==> config.mk <==
export PLATFORM = sky130hd
export DESIGN_NAME = snake_control_flat
export DESIGN_NICKNAME = d
export VERILOG_FILES = /design/src/rtl/snake_control_if.sv /design/src/rtl/snake_control.sv /design/src/flat_wrapper.sv
export SDC_FILE = /design/constraint.sdc
export NUM_CORES = 1
export LEC_CHECK = 0
export ABC_CLOCK_PERIOD_IN_PS = 6600
export BUFFER_PORTS_ARGS = -buffer_cell sky130_fd_sc_hd__buf_4
export CORE_UTILIZATION = 55
export DETAILED_ROUTE_END_ITERATION = 10
export PLACE_DENSITY = 0.89
export SKIP_CTS_REPAIR_TIMING = 1
export SLEW_MARGIN = 20
export SYNTH_ARGS = -nofsm -noshare
export SYNTH_HDL_FRONTEND = slang
export SYNTH_SLANG_ARGS = --single-unit
==> constraint.sdc <==
create_clock -name clk -period 6.6 [get_ports clk]
set_clock_uncertainty 0.2 [all_clocks]
set_input_delay 0.66 -clock clk [delete_from_list [all_inputs] [get_ports clk]]
set_output_delay 0.66 -clock clk [all_outputs]
set_load 0.03 [all_outputs]
==> src/rtl/snake_control_if.sv <==
// Signal bundle between the snake game controller and its datapath/RAM.
// Handshake semantics: tick is a one-cycle request accepted only while the
// controller idles in its wait state (no ready; requests elsewhere are dropped);
// inc_length and is_dead are qualified by check_inc and are only sampled
// during that one cycle.
interface snake_control_if;
  logic       tick;
  logic       start;
  logic       key_up;
  logic       key_down;
  logic       key_left;
  logic       key_right;
  logic       is_dead;
  logic       inc_length;
  logic [2:0] dir;
  logic [3:0] cnt_status;
  logic [2:0] colour_in;
  logic       reset_ram;
  logic       rst_address;
  logic       inc_address;
  logic       ld_head;
  logic       ld_q_def;
  logic       draw_q;
  logic       update_head;
  logic       ld_head_into_prev;
  logic       ld_q_into_curr;
  logic       ld_prev_into_q;
  logic       ld_curr_into_prev;
  logic       draw_curr;
  logic       food_en;
  logic       lock;
  logic       check_inc;
  logic [4:0] state_dbg;

  // Controller side.
  modport master (
    input  tick, start, key_up, key_down, key_left, key_right, is_dead, inc_length,
    output dir, cnt_status, colour_in, reset_ram, rst_address, inc_address, ld_head,
           ld_q_def, draw_q, update_head, ld_head_into_prev, ld_q_into_curr,
           ld_prev_into_q, ld_curr_into_prev, draw_curr, food_en, lock, check_inc,
           state_dbg
  );

  // Datapath side.
  modport slave (
    output tick, start, key_up, key_down, key_left, key_right, is_dead, inc_length,
    input  dir, cnt_status, colour_in, reset_ram, rst_address, inc_address, ld_head,
           ld_q_def, draw_q, update_head, ld_head_into_prev, ld_q_into_curr,
           ld_prev_into_q, ld_curr_into_prev, draw_curr, food_en, lock, check_inc,
           state_dbg
  );
endinterface

==> src/rtl/snake_control.sv <==
// Snake game controller: sequences RAM clear, body init, drawing, food,
// body shifting on each game tick, erase of the old tail and the
// collision/growth check. Every strobe is a Moore decode of the state.
module snake_control #(
  parameter int INIT_LEN    = 4,
  parameter int MAX_LEN     = 2047,
  parameter int CLEAR_WORDS = 2048
) (
  input  logic       clk,
  input  logic       rst,
  snake_control_if.master bus
);

  localparam logic [10:0] CLEAR_LAST = 11'(CLEAR_WORDS - 1);
  localparam logic [10:0] INIT_LAST  = 11'(INIT_LEN - 1);
  localparam logic [10:0] LEN_INIT   = 11'(INIT_LEN);
  localparam logic [10:0] LEN_MAX    = 11'(MAX_LEN);

  localparam logic [2:0] D_UP    = 3'b100;
  localparam logic [2:0] D_DOWN  = 3'b110;
  localparam logic [2:0] D_LEFT  = 3'b000;
  localparam logic [2:0] D_RIGHT = 3'b001;

  // Each phase is split into sub-states so that every strobe is decoded
  // from the state register alone.
  typedef enum logic [4:0] {
    S_CLEAR, S_CLEAR_END, S_INIT_HEAD, S_INIT_Q, S_INIT_END,
    S_DRAW_Q, S_DRAW_INC, S_FOOD, S_WAIT, S_MOVE,
    S_SHIFT_RD, S_SHIFT_CAP, S_SHIFT_WR, S_SHIFT_NX,
    S_ERASE, S_CHECK, S_REDRAW, S_DEAD
  } state_t;

  typedef struct packed {
    logic reset_ram;
    logic rst_address;
    logic inc_address;
    logic ld_head;
    logic ld_q_def;
    logic draw_q;
    logic update_head;
    logic ld_head_into_prev;
    logic ld_q_into_curr;
    logic ld_prev_into_q;
    logic ld_curr_into_prev;
    logic draw_curr;
    logic food_en;
    logic lock;
    logic check_inc;
  } strobe_t;

  state_t      state, state_n;
  logic [3:0]  cnt, cnt_n;
  logic [10:0] idx, idx_n;
  logic [10:0] len, len_n;
  logic [2:0]  dir;
  strobe_t     stb, stb_g;
  logic [2:0]  colour, colour_g;
  logic [3:0]  keys;
  logic [2:0]  key_code;
  logic [2:0]  dir_rev;
  logic        dir_ok;

  // Controller registers; reset aborts whatever phase is running.
  always_ff @(posedge clk or negedge rst) begin
    if (!rst) begin
      state <= S_CLEAR;
      cnt   <= '0;
      idx   <= '0;
      len   <= LEN_INIT;
    end else begin
      state <= state_n;
      cnt   <= cnt_n;
      idx   <= idx_n;
      len   <= len_n;
    end
  end

  // Next-state/counter logic and state-decoded strobes.
  always_comb begin
    state_n = state;
    cnt_n   = cnt;
    idx_n   = idx;
    len_n   = len;
    stb     = '0;
    colour  = 3'b000;
    case (state)
      S_CLEAR: begin
        stb.reset_ram   = 1'b1;
        stb.inc_address = 1'b1;
        if (idx == CLEAR_LAST) begin
          idx_n   = '0;
          state_n = S_CLEAR_END;
        end else begin
          idx_n = idx + 11'd1;
        end
      end
      S_CLEAR_END: begin
        stb.rst_address = 1'b1;
        state_n         = S_INIT_HEAD;
      end
      S_INIT_HEAD: begin
        stb.ld_head = 1'b1;
        state_n     = S_INIT_Q;
      end
      S_INIT_Q: begin
        stb.ld_q_def    = 1'b1;
        stb.inc_address = 1'b1;
        if (idx == INIT_LAST) begin
          idx_n   = '0;
          state_n = S_INIT_END;
        end else begin
          idx_n = idx + 11'd1;
        end
      end
      S_INIT_END: begin
        stb.rst_address = 1'b1;
        len_n           = LEN_INIT;
        state_n         = S_DRAW_Q;
      end
      S_DRAW_Q: begin
        colour     = 3'b010;
        stb.draw_q = 1'b1;
        if (cnt == 4'd15) begin
          cnt_n   = '0;
          state_n = S_DRAW_INC;
        end else begin
          cnt_n = cnt + 4'd1;
        end
      end
      S_DRAW_INC: begin
        colour          = 3'b010;
        stb.inc_address = 1'b1;
        if (idx == len - 11'd1) begin
          idx_n   = '0;
          state_n = S_FOOD;
        end else begin
          idx_n   = idx + 11'd1;
          state_n = S_DRAW_Q;
        end
      end
      S_FOOD: begin
        colour      = 3'b001;
        stb.food_en = 1'b1;
        if (cnt == 4'd15) begin
          cnt_n   = '0;
          state_n = S_WAIT;
        end else begin
          cnt_n = cnt + 4'd1;
        end
      end
      S_WAIT: begin
        if (bus.tick) state_n = S_MOVE;
      end
      S_MOVE: begin
        stb.update_head       = 1'b1;
        stb.ld_head_into_prev = 1'b1;
        stb.rst_address       = 1'b1;
        state_n               = S_SHIFT_RD;
      end
      S_SHIFT_RD: begin
        state_n = S_SHIFT_CAP;
      end
      S_SHIFT_CAP: begin
        stb.ld_q_into_curr = 1'b1;
        state_n            = S_SHIFT_WR;
      end
      S_SHIFT_WR: begin
        stb.ld_prev_into_q = 1'b1;
        state_n            = S_SHIFT_NX;
      end
      S_SHIFT_NX: begin
        stb.ld_curr_into_prev = 1'b1;
        stb.inc_address       = 1'b1;
        if (idx == len - 11'd1) begin
          idx_n   = '0;
          state_n = S_ERASE;
        end else begin
          idx_n   = idx + 11'd1;
          state_n = S_SHIFT_RD;
        end
      end
      S_ERASE: begin
        stb.draw_curr = 1'b1;
        if (cnt == 4'd15) begin
          cnt_n   = '0;
          state_n = S_CHECK;
        end else begin
          cnt_n = cnt + 4'd1;
        end
      end
      S_CHECK: begin
        stb.lock      = 1'b1;
        stb.check_inc = 1'b1;
        if (bus.is_dead) begin
          state_n = S_DEAD;
        end else begin
          if (bus.inc_length && (len < LEN_MAX)) len_n = len + 11'd1;
          state_n = S_REDRAW;
        end
      end
      S_REDRAW: begin
        stb.rst_address = 1'b1;
        state_n         = S_DRAW_Q;
      end
      S_DEAD: begin
        colour = 3'b100;
        if (bus.start) begin
          idx_n   = '0;
          cnt_n   = '0;
          state_n = S_CLEAR;
        end
      end
      default: begin
        state_n = S_CLEAR;
        idx_n   = '0;
        cnt_n   = '0;
      end
    endcase
  end

  // The reset state decodes to clearing strobes, so outputs are forced
  // low while rst is held to keep the datapath quiet during reset.
  assign stb_g    = rst ? stb : '0;
  assign colour_g = rst ? colour : 3'b000;

  // Direction request decode: exactly one key, and never a 180-degree turn.
  always_comb begin
    keys     = {bus.key_up, bus.key_down, bus.key_left, bus.key_right};
    key_code = dir;
    case (keys)
      4'b1000: key_code = D_UP;
      4'b0100: key_code = D_DOWN;
      4'b0010: key_code = D_LEFT;
      4'b0001: key_code = D_RIGHT;
      default: key_code = dir;
    endcase
    case (dir)
      D_UP:    dir_rev = D_DOWN;
      D_DOWN:  dir_rev = D_UP;
      D_LEFT:  dir_rev = D_RIGHT;
      D_RIGHT: dir_rev = D_LEFT;
      default: dir_rev = dir;
    endcase
    dir_ok = $onehot(keys) && (key_code != dir_rev);
  end

  // Direction register, updated in any state.
  always_ff @(posedge clk or negedge rst) begin
    if (!rst)        dir <= D_UP;
    else if (dir_ok) dir <= key_code;
  end

  assign bus.dir               = dir;
  assign bus.cnt_status        = cnt;
  assign bus.colour_in         = colour_g;
  assign bus.reset_ram         = stb_g.reset_ram;
  assign bus.rst_address       = stb_g.rst_address;
  assign bus.inc_address       = stb_g.inc_address;
  assign bus.ld_head           = stb_g.ld_head;
  assign bus.ld_q_def          = stb_g.ld_q_def;
  assign bus.draw_q            = stb_g.draw_q;
  assign bus.update_head       = stb_g.update_head;
  assign bus.ld_head_into_prev = stb_g.ld_head_into_prev;
  assign bus.ld_q_into_curr    = stb_g.ld_q_into_curr;
  assign bus.ld_prev_into_q    = stb_g.ld_prev_into_q;
  assign bus.ld_curr_into_prev = stb_g.ld_curr_into_prev;
  assign bus.draw_curr         = stb_g.draw_curr;
  assign bus.food_en           = stb_g.food_en;
  assign bus.lock              = stb_g.lock;
  assign bus.check_inc         = stb_g.check_inc;
  assign bus.state_dbg         = state;

endmodule

==> src/flat_wrapper.sv <==
// flat-port wrapper written by rule: the top's interface ports become plain ports
module snake_control_flat 
#(
  parameter int INIT_LEN    = 4,
  parameter int MAX_LEN     = 2047,
  parameter int CLEAR_WORDS = 2048
)
  (clk, rst, bus_tick, bus_start, bus_key_up, bus_key_down, bus_key_left, bus_key_right, bus_is_dead, bus_inc_length, bus_dir, bus_cnt_status, bus_colour_in, bus_reset_ram, bus_rst_address, bus_inc_address, bus_ld_head, bus_ld_q_def, bus_draw_q, bus_update_head, bus_ld_head_into_prev, bus_ld_q_into_curr, bus_ld_prev_into_q, bus_ld_curr_into_prev, bus_draw_curr, bus_food_en, bus_lock, bus_check_inc, bus_state_dbg);
  snake_control_if bus_i ();
  input  logic clk;
  input  logic rst;
  input wire logic [$bits(bus_i.tick)-1:0] bus_tick;
  input wire logic [$bits(bus_i.start)-1:0] bus_start;
  input wire logic [$bits(bus_i.key_up)-1:0] bus_key_up;
  input wire logic [$bits(bus_i.key_down)-1:0] bus_key_down;
  input wire logic [$bits(bus_i.key_left)-1:0] bus_key_left;
  input wire logic [$bits(bus_i.key_right)-1:0] bus_key_right;
  input wire logic [$bits(bus_i.is_dead)-1:0] bus_is_dead;
  input wire logic [$bits(bus_i.inc_length)-1:0] bus_inc_length;
  output wire logic [$bits(bus_i.dir)-1:0] bus_dir;
  output wire logic [$bits(bus_i.cnt_status)-1:0] bus_cnt_status;
  output wire logic [$bits(bus_i.colour_in)-1:0] bus_colour_in;
  output wire logic [$bits(bus_i.reset_ram)-1:0] bus_reset_ram;
  output wire logic [$bits(bus_i.rst_address)-1:0] bus_rst_address;
  output wire logic [$bits(bus_i.inc_address)-1:0] bus_inc_address;
  output wire logic [$bits(bus_i.ld_head)-1:0] bus_ld_head;
  output wire logic [$bits(bus_i.ld_q_def)-1:0] bus_ld_q_def;
  output wire logic [$bits(bus_i.draw_q)-1:0] bus_draw_q;
  output wire logic [$bits(bus_i.update_head)-1:0] bus_update_head;
  output wire logic [$bits(bus_i.ld_head_into_prev)-1:0] bus_ld_head_into_prev;
  output wire logic [$bits(bus_i.ld_q_into_curr)-1:0] bus_ld_q_into_curr;
  output wire logic [$bits(bus_i.ld_prev_into_q)-1:0] bus_ld_prev_into_q;
  output wire logic [$bits(bus_i.ld_curr_into_prev)-1:0] bus_ld_curr_into_prev;
  output wire logic [$bits(bus_i.draw_curr)-1:0] bus_draw_curr;
  output wire logic [$bits(bus_i.food_en)-1:0] bus_food_en;
  output wire logic [$bits(bus_i.lock)-1:0] bus_lock;
  output wire logic [$bits(bus_i.check_inc)-1:0] bus_check_inc;
  output wire logic [$bits(bus_i.state_dbg)-1:0] bus_state_dbg;
  assign bus_i.tick = bus_tick;
  assign bus_i.start = bus_start;
  assign bus_i.key_up = bus_key_up;
  assign bus_i.key_down = bus_key_down;
  assign bus_i.key_left = bus_key_left;
  assign bus_i.key_right = bus_key_right;
  assign bus_i.is_dead = bus_is_dead;
  assign bus_i.inc_length = bus_inc_length;
  assign bus_dir = bus_i.dir;
  assign bus_cnt_status = bus_i.cnt_status;
  assign bus_colour_in = bus_i.colour_in;
  assign bus_reset_ram = bus_i.reset_ram;
  assign bus_rst_address = bus_i.rst_address;
  assign bus_inc_address = bus_i.inc_address;
  assign bus_ld_head = bus_i.ld_head;
  assign bus_ld_q_def = bus_i.ld_q_def;
  assign bus_draw_q = bus_i.draw_q;
  assign bus_update_head = bus_i.update_head;
  assign bus_ld_head_into_prev = bus_i.ld_head_into_prev;
  assign bus_ld_q_into_curr = bus_i.ld_q_into_curr;
  assign bus_ld_prev_into_q = bus_i.ld_prev_into_q;
  assign bus_ld_curr_into_prev = bus_i.ld_curr_into_prev;
  assign bus_draw_curr = bus_i.draw_curr;
  assign bus_food_en = bus_i.food_en;
  assign bus_lock = bus_i.lock;
  assign bus_check_inc = bus_i.check_inc;
  assign bus_state_dbg = bus_i.state_dbg;
  snake_control #(.INIT_LEN(INIT_LEN), .MAX_LEN(MAX_LEN), .CLEAR_WORDS(CLEAR_WORDS)) u_core (.clk(clk), .rst(rst), .bus(bus_i));
endmodule
# After elaboration in Yosys (flattened, before gate mapping)
# Cells that the tools add are included.
# totals
ram_bits	0
memories	0
regBits	34
elab_cells	111
latch_bits	0
input_bits	10
rom_bits	0
out_inout_bits	30
# classes
add_sub_neg	7
n_eq_ne	39
n_shift	0
bitwise	2
mul	0
n_reduce_logical	17
n_lt_le_gt_ge	1
n_div	0
mux	40
# op_table
op	count
one-hot mux 5 bit (17 select lines)	1
two-way mux 11 bit	6
one-hot mux 11 bit (5 select lines)	1
== test 5 x 4 -> 1 bit, second input constant	8
two-way mux 5 bit	7
one-hot mux 3 bit (4 select lines)	2
adder 11 x 1 -> 11 bit, second input constant	2
one-hot mux 11 bit (2 select lines)	1
== test 5 x 3 -> 1 bit, second input constant	4
two-way mux 15 bit	1
OR reduction 14 bit	1
OR reduction 13 bit	1
two-way mux 1 bit	12
inequality test 2 x 1 -> 1 bit, second input constant	6
one-hot mux 4 bit (3 select lines)	1
== test 11 bit	1
== test 11 bit, second input constant	1
== test 11 x 2 -> 1 bit, second input constant	1
less-than comparator 11 bit, second input constant	1
subtractor 11 x 1 -> 11 bit, second input constant	1
== test 5 x 2 -> 1 bit, second input constant	2
== test 5 bit, second input constant	2
one-hot mux 3 bit (3 select lines)	1
== test 4 bit, second input constant	2
other kinds (25)	40

# Depth between registers and ports, before layout
# logic_depth
depth_word	5
depth_mapped	10
depth_no_buf	9

# Least setup slack after synthesis
# Ideal clock, no wire load.
# synth_timing
path_kind	reg2out
start	register u_core.state[3] (netlist: u_core.bus.state_dbg[3])
end	output bus_update_head
path_slack_ps	3650
path_buffers	2
required_time_ps	5740
path_stages_with_launch	6
arrival_time_ps	2090
path_cell_list	dfrtp_1 > buf_1 > inv_1 > or3_1 > nor2_1 > buf_4
# synth_between
elab_chain_len	3
# synth_lines
item	line_no	source
from (decl)	snake_control.sv:51	state_t state, state_n;
from (signal assigned)	snake_control.sv:71	state <= state_n;
== test 5 x 4 -> 1 bit	snake_control.sv:86	case (state)
two-way mux 2 bit	snake_control.sv:86	
two-way mux 15 bit	snake_control.sv:223	assign stb_g = rst ? stb : '0;
to (decl)	flat_wrapper.sv:29	output wire logic [$bits(bus_i.update_head)-1:0] bus_update_head;
# Every way passes these cells.

# Worst setup path after layout
# layout_timing
start	register u_core.state[0] (netlist: u_core.bus.state_dbg[0])
end	output bus_check_inc
# layout_between
elab_chain_len	3
# layout_lines
item	line_no	source
== test 5 x 4 -> 1 bit	snake_control.sv:86	
two-way mux 2 bit	snake_control.sv:86	
two-way mux 15 bit	snake_control.sv:223	
to (decl)	flat_wrapper.sv:37	output wire logic [$bits(bus_i.check_inc)-1:0] bus_check_inc;
# Every way passes these cells.

==> results_dict.tcl <==
set metrics [dict create \
    outcome "complete, no violations" \
    rsz0062_at_grt "no" \
    drv_cap 0 \
    numCtsBuffers 5 \
    die_y_um 76.3 \
    final_cells 476 \
    synth_top_area_cell "dfrtp_1" \
    max_freq_mhz 304 \
    critPathLaunch "u_core.bus.state_dbg[0]" \
    avgViaCountPerCell 6.01 \
    relSlewSlack_pct 41.3 \
    antenna_found_initial 0 \
    dieArea_um2 5820 \
    arrival_ps 2430 \
    critical_path_class "reg -> out" \
    mostFrequentLayoutCells "nand2_1 (55), buf_4 (40), nor2_1 (33), dfrtp_1 (32), nand3_1 (21)" \
    drive_gt1_share_pct 16.5 \
    synth_edf_count 0 \
    cts.sinks 34 \
    grt_pass1_wl_um 12100 \
    dr.first_iter.drc_count 246 \
    layout_commonest_cell "nand2_1" \
    grt_max_degree 41 \
    hold_path_class "in -> async" \
    initial_core_util_pct 58.3 \
    synthesis.area_um2 3040 \
    period_share_pct 49.9 \
    chipWidth_um 76.3 \
    synthAdderAreaFrac_pct 6.02 \
    slew_viol_final 0 \
    tightest_slew_ps 872 \
    finalSetupViolations 0 \
    reg2reg_from "u_core.bus.state_dbg[0]" \
    synth_simple_gate_area_share_pct 30.5 \
    fin_setup_tns_ps 0 \
    reg2reg_depth 7 \
    synth_cell_types 69 \
    nets 429 \
    placedCellCount 468 \
    drc_errors 0 \
    worst_r2r_endpoint "u_core.len[4]" \
    slowest_delay_ps 810 \
    async_flop_share_pct 100 \
    synth_top_family_by_area "simple AND/OR/NAND/NOR gates" \
    grtUsageTotal_pct 25.3 \
    routedWlPerCell_um 14.7 \
    syn-num-nets 407 \
    design.core.area_um2 5200 \
    whs_ps 125 \
    synth_seq_cells 34 \
    crit_slowest_cell "dfrtp_1" \
    postRouteWirelength_um 7010 \
    dp_hpwl_um 5060 \
    cp-start-kind "flop" \
    ys_warn_count 0 \
    r2r_slack_ps 3390 \
    ir_drop_v 0.000172 \
    port_buffers 39 \
    row_count 26 \
    final_util_pct 65.2 \
    cp_max_fo 24 \
    fin_crit_ps 3290 \
    cp_cell_sequence "nand2_1 -> nor3_1 -> and2_1 -> buf_4" \
    diodes 0 \
    hold_violations 0 \
    place.gp.congestion 0.921 \
    path_clk_slew_ps 70 \
    synth_top_area_share_pct 26.4 \
    area_delta_synth_final_pct 11.9 \
    vias 2862 \
    multi_input_area_um2 2000 \
    htree_levels 2 \
    cts_root_buffer "clkbuf_8" \
    powerDensity_nw_per_um2 147 \
    ant_nets 0 \
    io_pins 40 \
    grt_pass1_vias 2619 \
    synth_area_per_cell_um2 7.93 \
    yosys-top-cells-area "dfrtp_1 (26%), nand2_1 (6.8%), ha_1 (5.4%)" \
    worstPathRequired_ps 5740 \
    cts_tree "yes" \
    insertion_delay_ps 290 \
    fillerInstances 419 \
    synth-xor-area-share_pct 6.64 \
    regArea_um2 853 \
    power.total_uw 499 \
    overflow 0 \
    synthMuxAreaShare_pct 1.65 \
    leakagePower_nw 1.46 \
    synth_seq_area_share_pct 28.1 \
    endpoint_kind "primary output" \
    firstDrtPassIters 4 \
    clockBufferDepth 2 \
    synth_flop_cell "dfrtp_1" \
    synth_compound_area_share_pct 20.9 \
    syn_inst 383 \
]
-- synth_stat cells, types with 3 or more instances --
library cell	instances
a21oi_1	15
a22oi_1	3
and2_1	7
buf_1	4
buf_2	5
buf_4	3
clkbuf_1	12
dfrtp_1	32
ha_1	13
inv_1	18
mux2i_1	5
nand2_1	55
nand2b_1	6
nand3_1	21
nand4_1	3
nor2_1	33
nor2b_1	8
nor3_1	12
nor4_1	7
o211ai_1	7
o21ai_0	20
o221ai_1	3
o22ai_1	3
o2bb2ai_1	4
o31ai_1	4
or2_2	3
or3_1	5
xnor2_1	13
xor2_1	10
-- metal layers --
layer / vias up / global-route usage, % / part of all wire [%] / wire length [um]
met3: 13 / 3.83 / 4.6 / 322
met5: - / 0 / 0 / 0
li1: 1409 / - / - / -
met4: 0 / 8.46 / 1.6 / 109
met1: 1353 / 33.2 / 46 / 3210
met2: 87 / 42.6 / 48 / 3370
-- where the power goes --
part | switching, mW | internal (mW)
Sequential | 0.0166 | 0.220
Combinational | 0.0552 | 0.0460
Clock | 0.0775 | 0.0842
Total | 0.149 | 0.350
-- metrics by stage --
stage,setup slack [ps],cell area [um^2]
after global routing,3160,3400
after detailed placement,3420,3300
final,3310,3400
after floorplan,3650,3040
after global placement,3550,3300
after CTS,3320,3400
-- state kept, by name, indices dropped and copies added (netlist names) --
name / count
u_core.bus.state_dbg: 5
u_core.bus.dir: 3
u_core.bus.cnt_status: 4
u_core.idx: 11
u_core.len: 11
-- logic make-up (layout without fill, tap and decap cells) --
family,count (synthesis),count (layout)
adders and majority gates,14,14
xor gates and xnor gates,23,23
AOI/OAI and AO/OA,87,87
muxes,5,5
and+or+nand+nor,177,177
DFF,34,34
buffers and inverters,43,66
-- cell type report --
type,instances,area share [%]
clock buffers,7,2.54
flip-flops and latches,34,25.1
inverters,18,1.99
well taps,70,2.58
repair buffers,40,8.84
clock inverters,1,0.147
multi-input cells,306,58.8
-- worst max-delay path by stage --
stage	slack (ps)	cells after the start	endpoint
finish	3310	4	bus_check_inc
global route	3160	4	bus_check_inc
CTS	3320	4	bus_check_inc
detailed placement	3420	7	u_core.len[4]
global placement	3550	7	u_core.len[4]
floorplan	3650	5	bus_update_head
-- critical path: cells and delay by family, from the launching register on --
kind,cells,cell delay [ps]
and+or+nand+nor,3,1160
DFF,1,810
buffers and inverters,1,170
Power figures use the tool's default switching activity.
